## src/rtl/mem_copy_engine.sv

```systemverilog
// mem_copy_engine: block copy initiator for the single-port RAM.
// Reads word k from src+k, writes it to dst+k, two cycles per word.
module mem_copy_engine #(
  parameter int ADDR_W = 16,
  parameter int DATA_W = 32
) (
  input  logic              i_clk,
  input  logic              i_rst,
  input  logic              i_start,
  input  logic [ADDR_W-1:0] i_src,
  input  logic [ADDR_W-1:0] i_dst,
  input  logic [ADDR_W-1:0] i_len,
  input  logic              i_abort,
  output logic              o_busy,
  output logic              o_done,
  output logic              o_aborted,
  output logic [ADDR_W-1:0] o_count,
  output logic [ADDR_W-1:0] o_mem_addr,
  output logic              o_mem_set,
  output logic [DATA_W-1:0] o_mem_data,
  input  logic [DATA_W-1:0] i_mem_data
);

  typedef enum logic [1:0] {
    S_IDLE,
    S_READ,
    S_WRITE,
    S_DONE
  } state_t;

  localparam logic [ADDR_W-1:0] ONE = {{(ADDR_W-1){1'b0}}, 1'b1};

  state_t            r_state;
  logic [ADDR_W-1:0] r_src;
  logic [ADDR_W-1:0] r_dst;
  logic [ADDR_W-1:0] r_len;
  logic [ADDR_W-1:0] r_count;
  logic [DATA_W-1:0] r_buf;
  logic              r_busy;
  logic              r_done;
  logic              r_aborted;

  logic [ADDR_W-1:0] w_next_k;
  logic              w_more;
  logic [ADDR_W-1:0] w_addr;

  // k never exceeds len, so k+1 < len reduces to k+1 != len
  assign w_next_k = r_count + ONE;
  assign w_more   = (w_next_k != r_len);

  // Copy sequencer with registered status outputs
  always_ff @(posedge i_clk) begin
    if (i_rst) begin
      r_state   <= S_IDLE;
      r_src     <= '0;
      r_dst     <= '0;
      r_len     <= '0;
      r_count   <= '0;
      r_buf     <= '0;
      r_busy    <= 1'b0;
      r_done    <= 1'b0;
      r_aborted <= 1'b0;
    end else begin
      unique case (r_state)
        S_IDLE: begin
          if (i_start) begin
            r_src     <= i_src;
            r_dst     <= i_dst;
            r_len     <= i_len;
            r_count   <= '0;
            r_aborted <= 1'b0;
            if (i_len != '0) begin
              r_state <= S_READ;
              r_busy  <= 1'b1;
            end else begin
              r_state <= S_DONE;
              r_done  <= 1'b1;
            end
          end
        end
        S_READ: begin
          if (i_abort) begin
            r_aborted <= 1'b1;
            r_busy    <= 1'b0;
            r_done    <= 1'b1;
            r_state   <= S_DONE;
          end else begin
            r_buf   <= i_mem_data;
            r_state <= S_WRITE;
          end
        end
        S_WRITE: begin
          r_count <= w_next_k;
          if (i_abort || !w_more) begin
            r_aborted <= i_abort;
            r_busy    <= 1'b0;
            r_done    <= 1'b1;
            r_state   <= S_DONE;
          end else begin
            r_state <= S_READ;
          end
        end
        S_DONE: begin
          r_done  <= 1'b0;
          r_state <= S_IDLE;
        end
      endcase
    end
  end

  // RAM address follows the current phase; parked at 0 when idle
  always_comb begin
    w_addr = '0;
    unique case (r_state)
      S_READ:  w_addr = r_src + r_count;
      S_WRITE: w_addr = r_dst + r_count;
      S_IDLE:  w_addr = '0;
      S_DONE:  w_addr = '0;
    endcase
  end

  assign o_mem_addr = w_addr;
  // reset blocks the write even in the middle of a WRITE cycle
  assign o_mem_set  = (r_state == S_WRITE) && !i_rst;
  assign o_mem_data = r_buf;
  assign o_busy     = r_busy;
  assign o_done     = r_done;
  assign o_aborted  = r_aborted;
  assign o_count    = r_count;

endmodule

```

## config.mk

```make
export PLATFORM = sky130hd
export DESIGN_NAME = mem_copy_engine
export DESIGN_NICKNAME = d
export VERILOG_FILES = /design/src/rtl/mem_copy_engine.sv
export SDC_FILE = /design/constraint.sdc
export NUM_CORES = 1
export LEC_CHECK = 0
export CORE_MARGIN = 4
export CORE_UTILIZATION = 40
export DETAILED_ROUTE_END_ITERATION = 16
export PLACE_DENSITY_LB_ADDON = 0.12
export SLEW_MARGIN = 10
export SYNTH_ARGS = -nofsm -noshare
export SYNTH_HDL_FRONTEND = slang
export SYNTH_SLANG_ARGS = --single-unit
```

## constraint.sdc

```tcl
create_clock -name i_clk -period 4.3 [get_ports i_clk]
set_input_delay 1.075 -clock i_clk [delete_from_list [all_inputs] [get_ports i_clk]]
set_output_delay 1.075 -clock i_clk [all_outputs]
set_load 0.02 [all_outputs]
```

; ---- Word-level counts from Yosys, hierarchy flattened
; Index checks and enable logic that the tools add are counted.
[totals]
register_bits = 101
inputBits = 84
out_inout_bits = 68
elab_cells = 58
[op_classes]
add_sub_neg = 3
eq_ne = 9
muxes = 21
n_bitwise = 1
n_reduce_logical = 15
[op_table]
columns = operator, n
row1 = case mux 16 bit (3 select lines), 1
row2 = adder 16 bit, 2
row3 = case mux 16 bit (2 select lines), 1
row4 = "adder 16 x 1 -> 16 bit, second input constant", 1
row5 = two-way mux 16 bit, 1
row6 = != test 16 bit, 1
row7 = nonzero test 16 bit, 1
row8 = two-way mux 1 bit, 11
row9 = "!= test 2 bit, second input constant", 5
row10 = case mux 2 bit (4 select lines), 1
row11 = AND reduction 4 bit, 2
row12 = two-way mux 2 bit, 3
row13 = case mux 1 bit (3 select lines), 2
row14 = AND reduction 2 bit, 3
row15 = AND reduction 5 bit, 1
row16 = "== test 2 bit, second input constant", 2
row17 = case mux 1 bit (4 select lines), 1
row18 = nonzero test 3 bit, 1
row19 = "== test 2 x 1 -> 1 bit, second input constant", 1
row20 = zero test 1 bit, 2
row21 = zero test 2 bit, 1
row22 = nonzero test 2 bit, 1
row23 = OR reduction 2 bit, 1
row24 = logical AND 1 bit, 1
row25 = other kinds (2), 2

; ---- Depth between registers and ports, before layout
; Gate-level depths: netlist of run 1.
[depth]
depth_word = 6
mapped_depth = 16
ltp_nobuf = 14

; ---- Worst setup path after synthesis of run 1
; OpenSTA, ideal clock, no wires.
[synth_timing]
path_type = register -> output
startpoint = register r_state[0]
endpoint = output o_mem_addr[14]
t_arrival_ns = 3.709
required_time_ns = 3.225
setup_slack_ns = -0.484
path_stages_with_launch = 17
n_path_buf = 2
path_cell_list = dfxtp_1 > inv_1 > ha_1 > clkbuf_1 > buf_1 > mux2_2 > ha_1 > inv_1 > fa_1 > nor2b_1 > o31ai_1 > nand2_1 > a31o_2 > a41oi_1 > a21oi_1 > a31oi_1 > mux2i_1
[synth_via]
elab_chain_len = 3
elab_cells_between_ends = 6
classes_between = eq/ne (3) / mux (1) / reduce/logical (2)
[synth_rtl]
columns = element, line_no
row1 = "start, declared", 33  ; state_t r_state;
row2 = "start signal, assigned", 54  ; r_state <= S_IDLE;
row3 = "start signal, assigned", 73  ; r_state <= S_READ;
row4 = "start signal, assigned", 76  ; r_state <= S_DONE;
row5 = == test 2 bit / zero test 2 bit (equally long branches), 114  ; unique case (r_state)
row6 = OR reduction 2 bit (no line), --
row7 = case mux 16 bit (3 select lines) *, 114
row8 = "end, declared", 18  ; output logic [ADDR_W-1:0] o_mem_addr,
; Every way passes the cells marked *; elsewhere a longest branch is shown, timed or not.

; ---- Final worst setup path of run 1
[layout_timing]
startpoint = register r_state[0]
endpoint = output o_mem_addr[12]
; The elaborated chain is that of the path after synthesis.

==> results.tsv, run 1 <==
stage	metric	value	unit
floorplanning	I/O pins	152	
status	status	complete, no violations	
sta	Worst Hold Slack	0.453	ns
global_routing	first-pass GRT wire length	24.4	mm
finish	fin nets	961	
synthesis	largest area contributor in the netlist	dfxtp_1	
synthesis	Post-synth EDFFs	0	
placed_design	routability cong.	0.885	
route	via count	5423	
finish	fill cell total of the finished layout	1172	
clock_tree	clock latency on the worst-skew pair	0.35	ns
route	first drt pass iteration count	5	
sta	Setup TNS Final	0	ns
synthesis	Yosys top cell area share	37.6	%
global_routing	grt ovf	0	
clock_tree	clk slew on worst S/H paths	0.07	ns
setup_path	critical path class	reg2out	
sta	Final Hold Fails	0	
setup_path	crit-path max FO	5	
finish	area grow syn2layout	45.2	%
clock_tree	clk sinks	101	
synthesis	Post-Syn Area	0.00538	sq mm
clock_tree	root buffer cell	clkbuf_16	
setup_path	Worst Path Required	3.22	ns
finish	layout cells sized above 1	14.3	%
synthesis	syn nets	801	
pwr	Leak	0.00293	uW
sta	final setup fails	0	
sta	Final Slew Violations	0	
route	routed len/inst	15.8	microns
clock_tree	clock buffer depth	2	
sta	Tcrit/Tclk final	99.7	%
sta	worst-margin pin slew	1.20	ns
job	Max-Cap Viols	0	
floorplanning	die area	0.0154	sq mm
global_routing	largest net degree at the start of global routing	103	
route	DR vias/cell	5.23	
clock_tree	CTS tree	yes	
global_routing	GR Util All Layers	19.9	%
setup_path	Crit. End Element	primary output	
synthesis	Avg Synthesized Cell Area	7.73	sq um
route	post-route ant nets	0	
sta	maximum clock rate	0.233	GHz
placed_design	post-DP HPWL	11.9	mm
synthesis	synth warn	0	
synthesis	asr flop ratio synth	0	%
floorplanning	initial core utilization	40.8	%
clock_tree	total CTS buffers	9	
finish	most frequent cells in the layout	nand2_1, clkdlybuf4s50_1, a21oi_1	
sta	Setup Skew	0.00594	ns
finish	FF+latch area	0.00202	sq mm
floorplanning	num rows	42	
synthesis	ys flop type	dfxtp_1	
route	final WL	16.4	mm
route	number of remaining DRC errors	0	
route	Initial DRC Count	435	
sta	Rel. slew slack	19.8	%
synthesis	Yosys reg bits	101	
floorplanning	core area	0.0132	sq mm
clock_tree	CTS H-Tree Depth	3	
setup_path	Worst EP arrival	3.21	ns
finish	n_diodes	0	
synthesis	cell count after synthesis	695	
pwr	Pwr Density	470	mW/mm^2
floorplanning	chip width	124	microns
synthesis	register area share after synthesis	37.6	%
global_routing	initial antenna violation count	0	
finish	commonest non-fill, non-tap cell in the layout	nand2_1	
synthesis	top post-synthesis cells by area	dfxtp_1, nand2_1, a21oi_1	
floorplanning	die height	124	microns
sta	Final Critical Period	4.29	ns
setup_path	Startpoint Class	flop	
global_routing	vias in the first global route	5038	
synthesis	Netlist cell types	59	
worst_hold_path	class of the tightest hold or removal check	reg2reg	
placed_design	number of port buffers	151	
clock_tree	CTS Hold Bufs	0	
pwr	Peak supply drop	0.250	mV
sta	RSZ-0062 raised after global routing	yes	
finish	multi-input logic area	0.00336	sq mm
-- power by group --
part | leakage [uW] | total [uW] | internal (uW) | switching (uW)
sequential | 0.000824 | 1190 | 1090 | 96.4
clock | 0.000159 | 884 | 517 | 368
combinational | 0.00195 | 1600 | 703 | 895
total | 0.00293 | 3670 | 2310 | 1360
-- per-stage QoR --
step	setup WS [ns]	cell area [sq um]	utilization, %	power [uW]	std cells
floorplan	0.0187	5410	-	2130	695
global placement	-0.282	7170	54.3	2640	1008
detailed placement	-0.425	7170	54.3	2680	1008
CTS	-0.0723	7620	57.8	3610	1028
global route	-0.103	7800	59.2	3870	1036
finish	0.0137	7800	59.2	3670	1036
-- cell families after synthesis --
family	after synthesis	synth area share (%)
AOI/OAI and AO/OA	169	18.9
xor gates and xnor gates	26	4.24
adders and majority gates	23	5.45
buffers and inverters	59	4.35
DFF	101	37.6
muxes	18	3.72
and+or+nand+nor	299	25.7
-- repair_timing --
item / CTS / global route
buffers inserted: 4 / 8
pin swaps: 13 / 18
endpoints found under the setup margin: 11 / 10
resized for setup: 50 / 28
-- cell type report --
type | instances | share of cell area (%)
inverters | 15 | 0.722
repair buffers | 193 | 23.4
clock inverters | 6 | 1.20
clock buffers | 10 | 2.93
flip-flops and latches | 101 | 25.9
well taps | 176 | 2.82
multi-input cells | 535 | 43.0
-- critical path: stages, from the launching register on --
cell	delay, ns
dfxtp_2	0.34
inv_2	0.05
ha_4	0.18
buf_6	0.12
mux2_4	0.31
inv_1	0.10
fa_2	0.25
nor2b_4	0.06
o31ai_4	0.19
nand2_2	0.10
a31o_4	0.25
a41oi_4	0.23
a21oi_2	0.10
buf_4	0.14
xor2_1	0.12
and2_1	0.17
buf_6	0.13
-- state kept, by name, indices dropped and copies added (netlist names) --
register    flops
o_mem_data     32
o_count        16
r_dst          16
r_len          16
r_src          16
r_state         2
o_aborted       1
o_busy          1
o_done          1
-- layer usage --
metal,GRT usage [%],part of all wire [%],vias up
li1,-,-,2698
met1,26.3,45,2532
met2,31.9,46,164
met3,3.91,5.8,29
met4,8.21,2.5,0
met5,0,0,-
-- cell usage after synthesis (3+ instances only) --
cell	number
xor2_1	10
nor2_1	33
nor4_1	11
nand2b_1	11
nor3_1	11
a22oi_1	3
xnor2_1	16
nor2b_1	7
o2111ai_1	3
dfxtp_1	101
a21oi_1	107
or3_1	5
clkbuf_1	33
nand3_1	6
a21o_1	4
buf_2	4
o31ai_1	3
and2_1	10
ha_1	21
o21ai_0	19
nor4_2	4
o21a_1	5
nand4_1	3
inv_1	15
and3_1	3
a31oi_1	5
mux2_2	15
nand2_1	182
buf_1	5
-- worst paths after layout --
kind	from	to	slack (ns)	cells after the start
max	r_state[0]	o_mem_addr[12]	0.01	16
min	o_mem_data[23]	o_mem_data[23]	0.45	2
max reg2reg	o_count[1]	o_busy	0.91	10
min reg2reg	o_mem_data[23]	o_mem_data[23]	0.45	2
(Power assumes the default switching activity.)
==> run 2: changes to the inputs <==
- SLEW_MARGIN: 10 -> 20
- clock period: 4.3 -> 5.55 ns (I/O delays scaled with it)
==> run 2 against run 1 <==
Compared with the run above: clock skew rose by 0.0050 ns; worst hold slack improved by 0.0027 ns; count of clock-buffer cells in the layout grew 1; sequential share of layout area rose by 1.7 points; global-route usage increased by 0.80 points; setup slack better by 0.13 ns; die area is the same; total power fell by 27%; routed wire length down 1.9%; clock power decreased by 25%; first-iteration DRC count shrank 1.6%; critical endpoint is now o_mem_addr[13].
==> results.tsv, run 2 (synthesis gave the netlist of run 1 again) <==
stage	metric	value	unit	change
status	status	complete, no violations		unchanged
global_routing	initial antenna violation count	0		unchanged
clock_tree	root buffer cell	clkbuf_16		unchanged
floorplanning	core area	0.0132	sq mm	unchanged
global_routing	largest net degree at the start of global routing	103		unchanged
clock_tree	CTS tree	yes		unchanged
placed_design	Setup WS pre-CTS	0.395	ns	was -0.425 ns
worst_hold_path	class of the tightest hold or removal check	reg2reg		unchanged
route	DR vias/cell	5.20		was 5.23
floorplanning	initial core utilization	40.8	%	unchanged
job	Max-Cap Viols	0		unchanged
route	first drt pass iteration count	5		unchanged
route	number of remaining DRC errors	0		unchanged
finish	multi-input logic area	0.00315	sq mm	was 0.00336 sq mm
sta	Final Hold Fails	0		unchanged
floorplanning	die height	124	microns	unchanged
sta	Final Critical Period	5.41	ns	
pwr	Pwr Density	364	mW/mm^2	was 470 mW/mm^2
clock_tree	total CTS buffers	9		unchanged
pwr	Peak supply drop	0.223	mV	was 0.250 mV
setup_path	crit-path max FO	9		was 5
finish	area grow syn2layout	36.0	%	was 45.2%
finish	FF+latch area	0.00202	sq mm	about the same
sta	fin worst setup slack	0.140	ns	was 0.0137 ns
setup_path	Worst Path Required	4.16	ns	was 3.22 ns
setup_path	Crit. End Element	primary output		unchanged
sta	Tcrit/Tclk final	97.5	%	
route	via count	5202		was 5423
sta	Rel. slew slack	28.7	%	was 19.8%
global_routing	vias in the first global route	4912		was 5038
route	routed len/inst	16.0	microns	was 15.8 microns
sta	worst-margin pin slew	1.07	ns	was 1.20 ns
finish	n_diodes	0		unchanged
clock_tree	clk sinks	101		unchanged
floorplanning	num rows	42		unchanged
placed_design	routability cong.	0.897		was 0.885
setup_path	Worst EP arrival	4.02	ns	was 3.21 ns
clock_tree	clock latency on the worst-skew pair	0.36	ns	was 0.35 ns
finish	fin nets	925		was 961
global_routing	grt ovf	0		unchanged
clock_tree	CTS H-Tree Depth	3		unchanged
route	Initial DRC Count	428		was 435
placed_design	post-DP HPWL	11.8	mm	was 11.9 mm
floorplanning	die area	0.0154	sq mm	unchanged
setup_path	critical path class	reg2out		unchanged
sta	Final Slew Violations	0		unchanged
route	final WL	16.0	mm	was 16.4 mm
clock_tree	clk slew on worst S/H paths	0.08	ns	was 0.07 ns
floorplanning	chip width	124	microns	unchanged
global_routing	first-pass GRT wire length	25.0	mm	was 24.4 mm
floorplanning	I/O pins	152		unchanged
finish	fill cell total of the finished layout	1250		was 1172
sta	maximum clock rate	0.185	GHz	
setup_path	Startpoint Class	flop		unchanged
sta	Setup TNS Final	0	ns	unchanged
sta	final setup fails	0		unchanged
placed_design	number of port buffers	151		unchanged
clock_tree	clock buffer depth	2		unchanged
finish	most frequent cells in the layout	nand2_1, clkdlybuf4s50_1, a21oi_1		unchanged
route	post-route ant nets	0		unchanged
finish	max FFs per register	32		unchanged
sta	Setup Skew	0.0109	ns	was 0.00594 ns
finish	layout cells sized above 1	7.28	%	was 14.3%
pwr	Leak	0.00275	uW	was 0.00293 uW
global_routing	GR Util All Layers	20.7	%	was 19.9%
finish	commonest non-fill, non-tap cell in the layout	nand2_1		unchanged
[run 2: cell count changes in the layout (fill, tap and decap cells not counted), sizes merged]
| cell | previous run | this run |
|---|---|---|
| clkinvlp | 0 | 1 |
| bufinv | 2 | 1 |
| buf | 48 | 7 |
| clkbuf | 12 | 11 |
| clkinv | 2 | 0 |
| dlymetal6s2s | 1 | 3 |
| clkdlybuf4s50 | 140 | 146 |
| dlygate4sd2 | 2 | 1 |
| inv | 17 | 18 |
[run 2: final cells by class]
cell class | count | area share (%)
multi-input cells | 535 | 43.1
repair buffers | 157 | 21.3
flip-flops and latches | 101 | 27.7
inverters | 15 | 0.770
clock buffers | 11 | 3.32
clock inverters | 5 | 0.873
well taps | 176 | 3.01
[run 2: worst paths after layout]
path         cells after the start              to            from  slack (ns)
min reg2reg                      2  o_mem_data[25]  o_mem_data[25]        0.46
max                             13  o_mem_addr[13]      r_state[1]        0.14
max reg2reg                      9          o_busy      o_count[0]        2.07
min                              2  o_mem_data[25]  o_mem_data[25]        0.46
[run 2: repair_timing]
item,4_1_cts,5_1_grt
hold buffers,0,0
buffers inserted,0,0
pin swaps,0,0
resized for setup,1,8
endpoints found under the setup margin,1,6
[run 2: through the flow]
step	utilization (%)	area [sq um]	cells	total power (uW)	hold WS (ns)
final	55.4	7310	1000	2660	0.456
after detailed placement	52.9	6980	984	2020	0.445
after global placement	52.9	6970	984	1990	0.441
after global routing	55.4	7310	1000	2840	0.476
after CTS	55.2	7280	1000	2680	0.456
after floorplan	-	5380	695	1640	0.433
[run 2: layer usage]
layer / part of all wire (%) / track usage, % / vias up
met2: 47 / 33.0 / 126
met4: 1.9 / 7.39 / 0
li1: - / - / 2641
met1: 46 / 27.9 / 2413
met5: 0 / 0 / -
met3: 5.1 / 4.09 / 22
[run 2: power breakdown]
group / switching, uW / total, uW / internal [uW]
sequential: 80.3 / 924 / 844
combinational: 629 / 1080 / 451
clock: 291 / 659 / 367
total: 1000 / 2660 / 1660
[run 2: worst max-delay path: stages, from the launching register on]
cell and delay [ns]:
dfxtp_1 0.43, ha_2 0.26, buf_4 0.17, mux2_2 0.35, ha_1 0.27, a21oi_1 0.29, o2111ai_2 0.21, a21oi_2 0.24
o22ai_2 0.14, o21a_1 0.22, a31oi_1 0.22, xnor2_1 0.14, and2_1 0.13, clkdlybuf4s50_1 0.60
==> run 3: changes to the inputs <==
- CTS_CLUSTER_SIZE: default -> 28
- TNS_END_PERCENT: default -> 30
==> run 3 against run 2 <==
Compared with the run above: first-iteration DRC count did not move; sequential share of layout area about the same; largest power group unchanged; critical path depth unchanged; cell count did not move; utilization about the same; sequential power about the same; largest cell class unchanged; clock skew about the same; critical endpoint unchanged; flip-flop and latch count is the same.
==> results.tsv, run 3 (synthesis gave the netlist of run 1 again) <==
stage	metric	value	unit	change
floorplanning	die area	0.0154	sq mm	unchanged
global_routing	GR Util All Layers	20.7	%	unchanged
finish	Finished Cell Area	0.00731	sq mm	about the same
sta	Rel. slew slack	28.6	%	was 28.7%
finish	most frequent cells in the layout	nand2_1, clkdlybuf4s50_1, a21oi_1		unchanged
setup_path	crit-path max FO	9		unchanged
sta	Tcrit/Tclk final	97.5	%	about the same
sta	Setup TNS Final	0	ns	unchanged
pwr	Power, Total	2660	uW	about the same
route	routed len/inst	16.1	microns	was 16.0 microns
worst_hold_path	class of the tightest hold or removal check	reg2reg		unchanged
setup_path	Startpoint Class	flop		unchanged
route	DR vias/cell	5.22		was 5.20
setup_path	Crit. End Element	primary output		unchanged
clock_tree	PostCTS Resize Cnt	1		unchanged
finish	max FFs per register	32		unchanged
finish	non-filler cells, final	1000		unchanged
placed_design	routability cong.	0.897		unchanged
sta	Final Critical Period	5.41	ns	about the same
global_routing	largest net degree at the start of global routing	103		unchanged
sta	RSZ-0062 raised after global routing	yes		
clock_tree	clock buffer depth	2		unchanged
job	Max-Cap Viols	0		unchanged
floorplanning	chip width	124	microns	unchanged
pwr	Leak	0.00273	uW	was 0.00275 uW
setup_path	Worst EP arrival	4.02	ns	about the same
clock_tree	root buffer cell	clkbuf_16		unchanged
finish	area grow syn2layout	36.0	%	about the same
pwr	NetSw	1000	uW	about the same
placed_design	post-DP HPWL	11.8	mm	unchanged
sta	Setup Skew	0.0110	ns	was 0.0109 ns
clock_tree	clk slew on worst S/H paths	0.08	ns	about the same
sta	worst-margin pin slew	1.07	ns	about the same
placed_design	number of port buffers	151		unchanged
pwr	internal cell power	1660	uW	about the same
finish	commonest non-fill, non-tap cell in the layout	nand2_1		unchanged
pwr	sequential share of power	34.7	%	about the same
sta	Final Slew Violations	0		unchanged
setup_path	Worst Path Required	4.16	ns	about the same
floorplanning	num rows	42		unchanged
clock_tree	CTS H-Tree Depth	3		unchanged
finish	layout cells sized above 1	7.28	%	unchanged
sta	final setup fails	0		unchanged
route	final WL	16.1	mm	was 16.0 mm
sta	Final Hold Fails	0		unchanged
finish	n_diodes	0		unchanged
global_routing	vias in the first global route	4912		unchanged
setup_path	critical path class	reg2out		unchanged
clock_tree	total CTS buffers	9		unchanged
clock_tree	clock latency on the worst-skew pair	0.36	ns	about the same
clock_tree	CTS Hold Bufs	0		unchanged
floorplanning	I/O pins	152		unchanged
floorplanning	initial core utilization	40.8	%	unchanged
pwr	Peak supply drop	0.224	mV	was 0.223 mV
pwr	clock network power share	24.8	%	was 24.7%
pwr	Gate power share	40.5	%	was 40.6%
pwr	Sw Share	37.6	%	about the same
route	post-route ant nets	0		unchanged
sta	maximum clock rate	0.185	GHz	about the same
route	via count	5218		was 5202
status	status	complete, no violations		unchanged
route	number of remaining DRC errors	0		unchanged
finish	fin nets	925		unchanged
pwr	Pwr Density	364	mW/mm^2	about the same
route	Initial DRC Count	428		unchanged
clock_tree	CTS tree	yes		unchanged
clock_tree	Post-CTS Setup Bufs	0		unchanged
floorplanning	die height	124	microns	unchanged
placed_design	DP Area	0.00698	sq mm	unchanged
floorplanning	core area	0.0132	sq mm	unchanged
route	first drt pass iteration count	5		unchanged
global_routing	first-pass GRT wire length	25.0	mm	unchanged
global_routing	initial antenna violation count	0		unchanged
global_routing	grt ovf	0		unchanged
placed_design	Placed Cells	984		unchanged
clock_tree	clk sinks	101		unchanged
## run 3: worst max-delay path: stages, from the launching register on
cell and delay, ns:
dfxtp_1 0.42, ha_2 0.26, buf_4 0.17, mux2_2 0.35, ha_1 0.27, a21oi_1 0.29, o2111ai_2 0.21, a21oi_2 0.24
o22ai_2 0.14, o21a_1 0.22, a31oi_1 0.22, xnor2_1 0.14, and2_1 0.13, clkdlybuf4s50_1 0.60
## run 3: final timing paths
path                                startpoint        endpoint  slack [ns]  cells after the start
worst max-delay path                r_state[1]  o_mem_addr[13]        0.14                     13
worst min-delay path            o_mem_data[25]  o_mem_data[25]        0.46                      2
worst max register to register      o_count[0]          o_busy        2.08                      9
worst min register to register  o_mem_data[25]  o_mem_data[25]        0.46                      2
## run 3: stage by stage
stage,utilization (%),hold slack (ns),setup WS [ns]
final,55.4,0.456,0.138
after global routing,55.4,0.476,-0.0432
after CTS,55.2,0.456,0.00287
after detailed placement,52.9,0.445,0.395
after global placement,52.9,0.441,0.475
after floorplan,-,0.433,0.453
## run 3: power groups by stage
stage / clock (uW) / sequential [uW] / combinational (uW)
2_1_floorplan: 0 / 971 / 667
3_3_place_gp: 0 / 934 / 1060
3_5_place_dp: 0 / 939 / 1080
4_1_cts: 672 / 924 / 1090
5_1_grt: 699 / 939 / 1200
6_report: 660 / 924 / 1080
## run 3: per-layer routing
layer | vias up | part of all wire [%] | GRT usage (%) | wire (microns)
li1 | 2641 | - | - | -
met1 | 2418 | 45 | 27.9 | 7280
met2 | 139 | 47 | 33.0 | 7580
met3 | 20 | 5.5 | 4.09 | 884
met4 | 0 | 1.9 | 7.39 | 310
met5 | - | 0 | 0 | 0
## run 3: final cells by class
| class | instances | area, sq um |
|---|---|---|
| inverter | 15 | 56.3 |
| clock inverter | 5 | 63.8 |
| sequential | 101 | 2020 |
| timing repair buffer | 157 | 1560 |
| tap | 176 | 220 |
| multi-input combinational | 535 | 3150 |
| clock buffer | 11 | 243 |
| fill | 1249 | 5880 |
